**config.mk**
```make
export PLATFORM = sky130hd
export DESIGN_NAME = qbus_dma_arbiter
export DESIGN_NICKNAME = d
export VERILOG_FILES = /design/src/rtl/qbus_dma_arbiter.sv
export SDC_FILE = /design/constraint.sdc
export NUM_CORES = 1
export LEC_CHECK = 0
export ABC_AREA = 1
export CAP_MARGIN = 20
export CORE_MARGIN = 2
export CORE_UTILIZATION = 58
export CTS_CLUSTER_SIZE = 16
export DETAILED_ROUTE_END_ITERATION = 8
export HOLD_SLACK_MARGIN = 0.12
export PLACE_DENSITY_LB_ADDON = 0.2
export SYNTH_ARGS = -nofsm -noshare
export SYNTH_HDL_FRONTEND = slang
export SYNTH_SLANG_ARGS = --single-unit
```
**constraint.sdc**
```tcl
create_clock -name CLK -period 2.65 [get_ports CLK]
set_input_delay 0.53 -clock CLK [delete_from_list [all_inputs] [get_ports CLK]]
set_output_delay 0.53 -clock CLK [all_outputs]
set_load 0.005 [all_outputs]
```
**src/rtl/qbus_dma_arbiter.sv**
```systemverilog
// Q-bus DMA ownership sequencer between NREQ local requesters and the VM1 DMR/DMGO/SACK pins.
// Optional rotating priority: define QBUS_DMA_ROUND_ROBIN_EN (fixed priority, index 0 highest, otherwise).
module qbus_dma_arbiter #(
    parameter int NREQ  = 2,
    parameter int TMO   = 64,
    parameter int IDX_W = 2
) (
    input  logic             CLK,
    input  logic             nRESET,
    input  logic [NREQ-1:0]  nREQ_DMR,
    input  logic [NREQ-1:0]  nREQ_SACK,
    output logic [NREQ-1:0]  nREQ_DMG,
    output logic             nCPU_DMR,
    input  logic             nCPU_DMGO,
    output logic             nCPU_SACK,
    output logic [IDX_W-1:0] OWNER,
    output logic             BUSY,
    output logic             TMO_ERR
);

    typedef enum logic [2:0] {
        S_IDLE  = 3'd0,
        S_REQ   = 3'd1,
        S_GRANT = 3'd2,
        S_OWN   = 3'd3,
        S_REL   = 3'd4
    } state_t;

    localparam logic [7:0] TMO_LAST = 8'(TMO - 1);

    state_t           r_state;
    state_t           w_state_next;
    logic [7:0]       r_cnt;
    logic [7:0]       w_cnt_next;

    logic             r_dmgo_s1;
    logic             r_dmgo_s2;
    logic [NREQ-1:0]  w_dmr_n;
    logic [NREQ-1:0]  w_sack_n;
    logic [NREQ-1:0]  w_req;
    logic [NREQ-1:0]  w_own_sel;
    logic             w_any_req;
    logic             w_sack_own;

    logic [IDX_W-1:0] w_start;
    logic [NREQ-1:0]  w_rot;
    logic [IDX_W-1:0] w_win_idx;

    logic [NREQ-1:0]  r_dmg_n;
    logic             r_cpu_dmr_n;
    logic             r_cpu_sack_n;
    logic [IDX_W-1:0] r_owner;
    logic             r_busy;
    logic             r_tmo_err;

    logic [NREQ-1:0]  w_dmg_next;
    logic             w_cpu_dmr_next;
    logic             w_cpu_sack_next;
    logic [IDX_W-1:0] w_owner_next;
    logic             w_busy_next;
    logic             w_tmo_err_next;

    // Per-requester synchronizers and grant decode
    genvar gi;
    generate
        for (gi = 0; gi < NREQ; gi++) begin : g_req
            logic r_dmr_s1;
            logic r_dmr_s2;
            logic r_sack_s1;
            logic r_sack_s2;

            always_ff @(posedge CLK or negedge nRESET) begin
                if (!nRESET) begin
                    r_dmr_s1  <= 1'b1;
                    r_dmr_s2  <= 1'b1;
                    r_sack_s1 <= 1'b1;
                    r_sack_s2 <= 1'b1;
                end else begin
                    r_dmr_s1  <= nREQ_DMR[gi];
                    r_dmr_s2  <= r_dmr_s1;
                    r_sack_s1 <= nREQ_SACK[gi];
                    r_sack_s2 <= r_sack_s1;
                end
            end

            assign w_dmr_n[gi]    = r_dmr_s2;
            assign w_sack_n[gi]   = r_sack_s2;
            assign w_own_sel[gi]  = (r_owner == IDX_W'(gi));
            assign w_dmg_next[gi] = ~((w_state_next == S_GRANT) && (w_owner_next == IDX_W'(gi)));
        end
    endgenerate

    always_ff @(posedge CLK or negedge nRESET) begin
        if (!nRESET) begin
            r_dmgo_s1 <= 1'b1;
            r_dmgo_s2 <= 1'b1;
        end else begin
            r_dmgo_s1 <= nCPU_DMGO;
            r_dmgo_s2 <= r_dmgo_s1;
        end
    end

    assign w_req      = ~w_dmr_n;
    assign w_any_req  = |w_req;
    // Only the current owner's SACK is ever looked at; foreign SACKs are masked here.
    assign w_sack_own = |(w_own_sel & ~w_sack_n);

`ifdef QBUS_DMA_ROUND_ROBIN_EN
    logic [IDX_W-1:0] r_rr_ptr;

    // Search start moves past the owner only after a completed (SACKed) session.
    always_ff @(posedge CLK or negedge nRESET) begin
        if (!nRESET) begin
            r_rr_ptr <= '0;
        end else if ((r_state == S_GRANT) && (w_state_next == S_OWN)) begin
            r_rr_ptr <= IDX_W'((int'(r_owner) + 1) % NREQ);
        end
    end

    assign w_start = r_rr_ptr;
`else
    assign w_start = '0;
`endif

    // Rotate requests so the search start sits at bit 0, then pick the lowest set bit.
    always_comb begin : p_winner
        int v_off;
        v_off = 0;
        w_rot = NREQ'({w_req, w_req} >> w_start);
        for (int i = NREQ - 1; i >= 0; i--) begin
            if (w_rot[i]) begin
                v_off = i;
            end
        end
        w_win_idx = IDX_W'((v_off + int'(w_start)) % NREQ);
    end

    // State register (outputs are registered alongside the state)
    always_ff @(posedge CLK or negedge nRESET) begin
        if (!nRESET) begin
            r_state      <= S_IDLE;
            r_cnt        <= '0;
            r_dmg_n      <= '1;
            r_cpu_dmr_n  <= 1'b1;
            r_cpu_sack_n <= 1'b1;
            r_owner      <= '0;
            r_busy       <= 1'b0;
            r_tmo_err    <= 1'b0;
        end else begin
            r_state      <= w_state_next;
            r_cnt        <= w_cnt_next;
            r_dmg_n      <= w_dmg_next;
            r_cpu_dmr_n  <= w_cpu_dmr_next;
            r_cpu_sack_n <= w_cpu_sack_next;
            r_owner      <= w_owner_next;
            r_busy       <= w_busy_next;
            r_tmo_err    <= w_tmo_err_next;
        end
    end

    // Next-state logic
    always_comb begin
        w_state_next = r_state;
        w_cnt_next   = r_cnt;
        case (r_state)
            S_IDLE: begin
                if (w_any_req) begin
                    w_state_next = S_REQ;
                end
            end
            S_REQ: begin
                // A CPU request is never withdrawn; a grant with nobody left is absorbed.
                if (!r_dmgo_s2) begin
                    if (w_any_req) begin
                        w_state_next = S_GRANT;
                        w_cnt_next   = '0;
                    end else begin
                        w_state_next = S_REL;
                    end
                end
            end
            S_GRANT: begin
                if (w_sack_own) begin
                    w_state_next = S_OWN;
                end else if (r_cnt == TMO_LAST) begin
                    w_state_next = S_REL;
                end else begin
                    w_cnt_next = r_cnt + 8'd1;
                end
            end
            S_OWN: begin
                if (!w_sack_own) begin
                    w_state_next = S_REL;
                end
            end
            S_REL: begin
                if (r_dmgo_s2) begin
                    w_state_next = S_IDLE;
                end
            end
            default: begin
                w_state_next = S_IDLE;
            end
        endcase
    end

    // Output logic: next values of the registered outputs
    always_comb begin
        w_owner_next = r_owner;
        if ((r_state == S_REQ) && (w_state_next == S_GRANT)) begin
            w_owner_next = w_win_idx;
        end
        w_cpu_dmr_next  = ~((w_state_next == S_REQ) || (w_state_next == S_GRANT));
        w_cpu_sack_next = (w_state_next != S_OWN);
        // BUSY survives into REL only when a grant was actually issued.
        w_busy_next     = (w_state_next == S_GRANT) || (w_state_next == S_OWN) ||
                          ((w_state_next == S_REL) && r_busy);
        w_tmo_err_next  = (r_state == S_GRANT) && (w_state_next == S_REL);
    end

    assign nREQ_DMG  = r_dmg_n;
    assign nCPU_DMR  = r_cpu_dmr_n;
    assign nCPU_SACK = r_cpu_sack_n;
    assign OWNER     = r_owner;
    assign BUSY      = r_busy;
    assign TMO_ERR   = r_tmo_err;

endmodule

```
==> results of run 1 <==
[layer usage]
metal / wire length, um / track usage (%)
met1: 1120 / 30.8
met2: 1240 / 37.5
met4: 55 / 13.2
met5: 0 / 0
met3: 162 / 7.43
[through the flow]
stage | cell area (um^2) | setup slack (ns) | hold WS, ns | power [W] | util (%)
floorplan | 1350 | 1.34 | 0.234 | 0.000901 | -
global placement | 1520 | 1.13 | 0.346 | 0.00105 | 68.9
detailed placement | 1520 | 1.13 | 0.348 | 0.00107 | 68.9
CTS | 1610 | 0.752 | 0.357 | 0.00145 | 72.7
global route | 1610 | 0.730 | 0.357 | 0.00154 | 72.7
finish | 1610 | 0.772 | 0.354 | 0.00144 | 72.7
[sequential cells by signal, indices dropped and copies added, names as in the netlist, 2 cells and up]
signal and cells:
g_req.r_sack_s2 2, OWNER 2, r_cnt 8, g_req.r_dmr_s1 2
r_state 3, nREQ_DMG 2, g_req.r_dmr_s2 2, g_req.r_sack_s1 2
[worst register-to-register path: cells and delay by family (launching register included)]
| kind | cells | cell delay [ns] |
|---|---|---|
| compound gates | 1 | 0.26 |
| simple gates | 6 | 0.48 |
| fa+ha+maj | 1 | 0.29 |
| flops | 1 | 0.45 |
[power breakdown]
part           switching (W)  total [W]  internal (W)
clock network       0.000152   0.000377      0.000225
logic               0.000281   0.000462      0.000181
registers          0.0000602   0.000602      0.000542
[kinds of logic after synthesis]
kind of cell / after synthesis / synth area share, %
AO/OA/AOI/OAI: 4 / 2.78
XOR/XNOR: 3 / 1.94
adder cells (fa/ha/maj): 1 / 0.925
buffers and inverters: 21 / 6.38
flip-flops: 29 / 54.9
AND/OR/NAND/NOR: 98 / 33.0
[cells in the mapped netlist (all sizes together)]
cell / instances
o21ai: 1
o21bai: 1
dfrtp: 15
dfstp: 14
a31oi: 1
o31ai: 1
nand3: 20
xor2: 1
nor2: 22
inv: 20
nand2: 53
ha: 1
nand4: 2
nand3b: 1
buf: 1
xnor2: 2
[final timing paths]
path                                     from                  to  slack [ns]  cells past startpoint
max in group asynchronous              nRESET         nREQ_DMG[0]        1.77                      2
max reg2reg                          r_cnt[0]            r_cnt[2]        1.12                      8
min in group asynchronous              nRESET          r_state[1]        0.56                      2
min reg2reg                g_req[0].r_sack_s1  g_req[0].r_sack_s2        0.35                      0
max                                 nCPU_SACK           nCPU_SACK        0.77                      1
min                        g_req[0].r_sack_s1  g_req[0].r_sack_s2        0.35                      0
[cell type report]
type | instances | area, um^2 | area share [%]
Sequential cell | 29 | 743 | 46.2
Multi-Input combinational cell | 106 | 523 | 32.5
Timing Repair Buffer | 15 | 148 | 9.18
Inverter | 20 | 75.1 | 4.67
Clock buffer | 7 | 55.1 | 3.42
Tap cell | 28 | 35.0 | 2.18
Clock inverter | 1 | 30.0 | 1.87
==> impl_metrics.ini, run 1 <==
[cells_and_area]
diodes = 0
layout_common_cells = 50 x nand2_1, 18 x nand3_1, 17 x inv_1, 17 x nor2_1, 15 x dfrtp_1
layout_commonest_cell = nand2_1
final_cell_count_no_fill = 206
drive_above_1_share_pct = 20.2
layout.nets = 185
synthToLayoutAreaGrowth_pct = 19.0
fill_cells = 167

[critical_path]
arrival_ns = 1.35
crit_chain = clkdlybuf4s50_1
crit_path_start_kind = flop
crit_slowest_cell = dfstp_2
worst-path-buf-inv = 1
cp_top_family = flip-flops
cp-end-kind = output port
max_stage_delay_ns = 0.53
worstPathRequired_ns = 2.12
crit_fanout = 1
crit_type = flop to output port

[run_status]
outcome = complete, no violations

[logic_synthesis]
yosys-top-cells-area = dfrtp_1 28%, dfstp_2 27%, nand2_1 14%
ys_warn_count = 0
syn_area_um2 = 1350
synth.top_cell.area_share_pct = 27.8
syn_avg_cell_area_um2 = 8.67
synthesis.nets = 164
synth_seq_cells = 29
yosysSeqAreaShare_pct = 54.9
yosys.cell_types.count = 22
synth_top_area_cell = dfrtp_1
syn_inst = 156

[grt]
grt_pass1_vias = 1016
grt_max_degree = 30
antenna_found_initial = 0
grt_pass1_wl_um = 4720
grt_overflow = 0
grt_usage_pct = 24.4

[cts]
cts_resized = 0
clkSlewWorstSetupHoldPaths_ns = 0.09
cts_hold_buf = 0
cts_tree = yes
cts_buffer_depth = 2
clock-sinks = 29
cts_max_level = 2
post_cts_buffers = 0
cts_root_buf = clkbuf_4
cts_buffers = 5
clk-insertion-delay-late_ns = 0.33

[die]
core_area_um2 = 2210
die-area_um2 = 2730
die_width_um = 52.3
num_rows = 17
start_util_pct = 61.1
dieHeight_um = 52.3
io_pins = 15

[pwr]
leakage_nw = 0.779
ir_drop_uv = 640
p_per_area_nw_per_um2 = 896

[detailed_routing]
drc = 0
dr.pass1.iters = 4
wl_per_cell_um = 12.5
drtIter0Drc = 32
routed_wl_um = 2580
vias = 1043
via_per_inst = 5.06
ant_nets = 0

[sta]
finalMaxSlewViolations = 0
tightestPinTransition_ns = 0.348
clock_skew_ns = 0.00903
rsz0062_at_grt = false
fmax_ghz = 0.533
final_hold_viol_count = 0
fin_crit_sh_pct = 70.9
fin_setup_tns_ns = 0
fin_crit_ns = 1.88
setup-violations-final = 0
slew_headroom_pct = 76.8

[job]
maxCapViolations = 0

[worst_hold_path]
hp-class = flop to flop

[place]
dp.cells = 198
dpl.hpwl_um = 1830
gp_congestion = 0.839
port_buffers = 14
(Power assumes the default switching activity.)
==> inputs of run 2 (changes only) <==
CORE_UTILIZATION = 49   (was 58)
clock period = 1.7 ns   (was 2.65 ns; I/O delays follow)
==> run 2 against run 1 <==
  * Worst setup slack worse by 0.69 ns
  * Register-to-register slack lost 0.95 ns
  * Via count fell by 2.7%
  * Clock power rose by 50%
  * Wire length shrank 5.4%
  * Worst hold slack gained 0.0011 ns
  * Critical endpoint is now OWNER[1]
  * Largest power group unchanged
==> impl_metrics.ini, run 2 (synthesis gave the netlist of run 1 again) <==
[run_status]
outcome = complete, no violations

[sta]
fin_ws_ns = 0.0784
tightestPinTransition_ns = 0.350
final_hold_viol_count = 0
clock_skew_ns = 0.00655
fmax_ghz = 0.617
fin_crit_ns = 1.62
finalMaxSlewViolations = 0
fin_setup_tns_ns = 0
slew_headroom_pct = 76.7
rsz0062_at_grt = false
setup-violations-final = 0
fin_crit_sh_pct = 95.4

[cells_and_area]
synthToLayoutAreaGrowth_pct = 19.6
reg_top3 = r_cnt x8, r_state x3
final_cell_count_no_fill = 209
regMostFlops = r_cnt
final_core_util_pct = 60.2
layout.nets = 185
largest_reg_flops = 8
layout_commonest_cell = nand2_1
drive_above_1_share_pct = 20.8
layout_common_cells = 50 x nand2_1, 18 x nand3_1, 17 x inv_1, 17 x nor2_1, 15 x dfrtp_1
fill_cells = 231
diodes = 0

[cts]
cts_tree = yes
clock-sinks = 29
cts_root_buf = clkbuf_4
clkSlewWorstSetupHoldPaths_ns = 0.10
cts_max_level = 2
post_cts_buffers = 0
cts_hold_buf = 0
clk-insertion-delay-late_ns = 0.32
cts_buffer_depth = 2
cts_buffers = 5

[worst_hold_path]
hp-class = flop to flop

[die]
io_pins = 15
dieHeight_um = 56.5
num_rows = 19
core_area_um2 = 2690
die_width_um = 56.5
start_util_pct = 50.3
die-area_um2 = 3200

[place]
port_buffers = 14
dp.cells = 201
dpl.hpwl_um = 1760
gp_congestion = 0.875
dp_slack_ns = 0.201

[critical_path]
max_stage_delay_ns = 0.53
crit_type = flop to output port
worstPathRequired_ns = 1.36
cp-end-kind = output port
crit_slowest_cell = clkdlybuf4s50_1
arrival_ns = 1.28
crit_chain = clkdlybuf4s50_1
crit_path_start_kind = flop
crit_fanout = 3
cp_top_family = buffers and inverters
worst-path-buf-inv = 1

[detailed_routing]
ant_nets = 0
vias = 1015
wl_per_cell_um = 11.7
drtIter0Drc = 15
drc = 0
dr.pass1.iters = 4
via_per_inst = 4.86
routed_wl_um = 2440

[job]
maxCapViolations = 0

[pwr]
ir_drop_uv = 973
p_per_area_nw_per_um2 = 1360
leakage_nw = 0.786

[grt]
grt_overflow = 0
antenna_found_initial = 0
grt_pass1_wl_um = 4580
grt_max_degree = 30
grt_usage_pct = 19.0
grt_pass1_vias = 1079
[run 2: cell count changes in the layout (fill, tap and decap cells not counted)]
cell	previous run	this run
clkinv_4	0	1
clkbuf_1	1	0
clkinvlp_4	0	1
clkbuf_8	1	0
dlygate4sd2_1	0	1
clkdlybuf4s50_1	14	10
dlymetal6s2s_1	0	3
[run 2: area by class of cell]
type	instances	area, um^2	share of cell area (%)
Sequential cell	29	743	45.9
Multi-Input combinational cell	106	523	32.3
Timing Repair Buffer	15	154	9.51
Inverter	20	75.1	4.64
Clock inverter	3	46.3	2.86
Tap cell	31	38.8	2.40
Clock buffer	5	37.5	2.32
[run 2: report_power, final]
group	internal, W	switching (W)	total (W)
sequential	0.000844	0.0000899	0.000934
combinational	0.000269	0.000434	0.000703
clock	0.000311	0.000253	0.000565
[run 2: repair_timing]
action,CTS,global route
setup endpoints to repair,1,3
gates cloned,0,0
gates resized for setup,1,3
[run 2: worst reg2reg max path: stages (launching register included)]
cell and delay [ns]:
dfrtp_1 0.45, ha_1 0.30, nand2_1 0.10, nor2_1 0.05
nand2_2 0.09, nand2_2 0.08, o21bai_4 0.26, nand2_1 0.10
nand2_1 0.07
[run 2: path summary, 6_finish.rpt]
| path | endpoint | startpoint | slack, ns | cells past startpoint |
|---|---|---|---|---|
| worst min-delay path | r_dmgo_s2 | r_dmgo_s1 | 0.35 | 0 |
| worst min register to register | r_dmgo_s2 | r_dmgo_s1 | 0.35 | 0 |
| worst max register to register | r_cnt[5] | r_cnt[0] | 0.17 | 8 |
| min in group asynchronous | r_state[1] | nRESET | 0.38 | 2 |
| max in group asynchronous | nCPU_DMR | nRESET | 1.01 | 2 |
| worst max-delay path | OWNER[1] | OWNER[1] | 0.08 | 1 |
[run 2: through the flow]
stage / power [W] / cell area [um^2] / hold slack [ns]
finish: 0.00220 / 1620 / 0.355
global route: 0.00237 / 1620 / 0.366
CTS: 0.00224 / 1610 / 0.363
detailed placement: 0.00167 / 1530 / 0.347
global placement: 0.00165 / 1530 / 0.345
floorplan: 0.00140 / 1350 / 0.0444
[run 2: per-layer routing]
layer	track usage (%)	part of all wire, %	vias to the layer above
met5	0	0	-
met4	7.82	2.1	0
met3	6.45	4.6	5
met2	30.2	48	20
met1	23.5	46	466
li1	-	-	524
==> inputs of run 3 (changes only) <==
MAX_ROUTING_LAYER = met4   (was default)
==> run 3 against run 2 <==
  * Total power increased by 0.92%
  * Utilization grew 0.14 points
  * Worst setup slack gained 0.0058 ns
  * Critical path type unchanged
==> impl_metrics.ini, run 3 (synthesis gave the netlist of run 1 again) <==
[cells_and_area]
fill_cells = 242
layout.nets = 186
synthToLayoutAreaGrowth_pct = 19.9
reg_top3 = r_cnt x8, r_state x3
layout_commonest_cell = nand2_1
drive_above_1_share_pct = 21.2
final_core_util_pct = 60.4
regMostFlops = r_cnt
largest_reg_flops = 8
regArea_um2 = 743
layout_common_cells = 50 x nand2_1, 18 x nand3_1, 17 x inv_1, 17 x nor2_1, 15 x dfrtp_1
multiInputGateArea_um2 = 523
diodes = 0

[critical_path]
cp_top_family = buffers and inverters
crit_fanout = 3
cp-end-kind = output port
crit_chain = clkdlybuf4s50_1
worstPathRequired_ns = 1.36
max_stage_delay_ns = 0.53
crit_path_start_kind = flop
crit_slowest_cell = clkdlybuf4s50_1
arrival_ns = 1.28
worst-path-buf-inv = 1
crit_type = flop to output port

[grt]
grt_pass1_wl_um = 4820
grt_pass1_vias = 1141
grt_usage_pct = 20.4
grt_max_degree = 30
antenna_found_initial = 0
grt_overflow = 0

[detailed_routing]
ant_nets = 0
vias = 1058
drtIter0Drc = 19
routed_wl_um = 2530
via_per_inst = 5.04
dr.pass1.iters = 4
drc = 0
wl_per_cell_um = 12.1

[cts]
clkSlewWorstSetupHoldPaths_ns = 0.10
cts_tree = yes
cts_buffers = 5
cts_buffer_depth = 2
cts_hold_buf = 0
clock-sinks = 29
cts_root_buf = clkbuf_4
cts_max_level = 2
clk-insertion-delay-late_ns = 0.33

[sta]
slew_headroom_pct = 76.4
finalMaxSlewViolations = 0
rsz0062_at_grt = false
fin_setup_tns_ns = 0
fmax_ghz = 0.619
tightestPinTransition_ns = 0.355
clock_skew_ns = 0.00878
fin_crit_sh_pct = 95.0
final_hold_viol_count = 0
setup-violations-final = 0
fin_crit_ns = 1.62

[pwr]
p_per_area_nw_per_um2 = 1370
power_w = 0.00222
leakage_nw = 0.787
ir_drop_uv = 935

[job]
maxCapViolations = 0

[die]
core_area_um2 = 2690
num_rows = 19
die-area_um2 = 3200
start_util_pct = 50.3
die_width_um = 56.5
dieHeight_um = 56.5
io_pins = 15

[run_status]
outcome = complete, no violations

[place]
port_buffers = 14
dpl.hpwl_um = 1800
gp_congestion = 0.874

[worst_hold_path]
hp-class = flop to flop
-- run 3: final cells by class --
class | count | area share (%)
clock buffer | 5 | 2.31
clock inverter | 3 | 2.85
inverter | 20 | 4.63
multi-input combinational | 106 | 32.3
sequential | 29 | 45.8
tap | 31 | 2.39
timing repair buffer | 16 | 9.72
-- run 3: routing by layer --
metal	share of wire, %	vias to the layer above	GRT usage, %	wire [um]
li1	-	533	-	-
met1	44	485	23.4	1130
met2	48	31	31.4	1220
met3	4.4	9	8.06	112
met4	3.1	0	9.18	78
met5	0	-	-	0
-- run 3: power by group --
group | leakage (nW) | switching, W | internal, W | total [W]
combinational | 0.397 | 0.000450 | 0.000277 | 0.000727
clock | 0.0414 | 0.000255 | 0.000311 | 0.000566
sequential | 0.349 | 0.0000849 | 0.000844 | 0.000929
-- run 3: per-stage QoR --
step	area, um^2	std cells	setup slack (ns)	hold WS [ns]
2_1_floorplan	1350	156	0.388	0.0444
3_3_place_gp	1530	201	0.257	0.346
3_5_place_dp	1530	201	0.199	0.347
4_1_cts	1610	209	0.00102	0.361
5_1_grt	1620	210	0.0184	0.369
6_report	1620	210	0.0842	0.353
-- run 3: path summary, 6_finish.rpt --
path	startpoint	to	slack, ns	depth (start not counted)
min in group asynchronous	nRESET	r_state[1]	0.37	2
hold / removal	r_dmgo_s1	r_dmgo_s2	0.35	0
setup reg to reg	r_cnt[0]	r_cnt[7]	0.16	8
hold reg to reg	r_dmgo_s1	r_dmgo_s2	0.35	0
setup / recovery	OWNER[1]	OWNER[1]	0.08	1
max in group asynchronous	nRESET	nREQ_DMG[0]	1.01	2
-- run 3: repair_timing --
action                     in CTS  in global routing
buffers inserted                0                  1
gates resized for setup         2                  2
setup endpoints to repair       2                  3
gates cloned                    0                  0
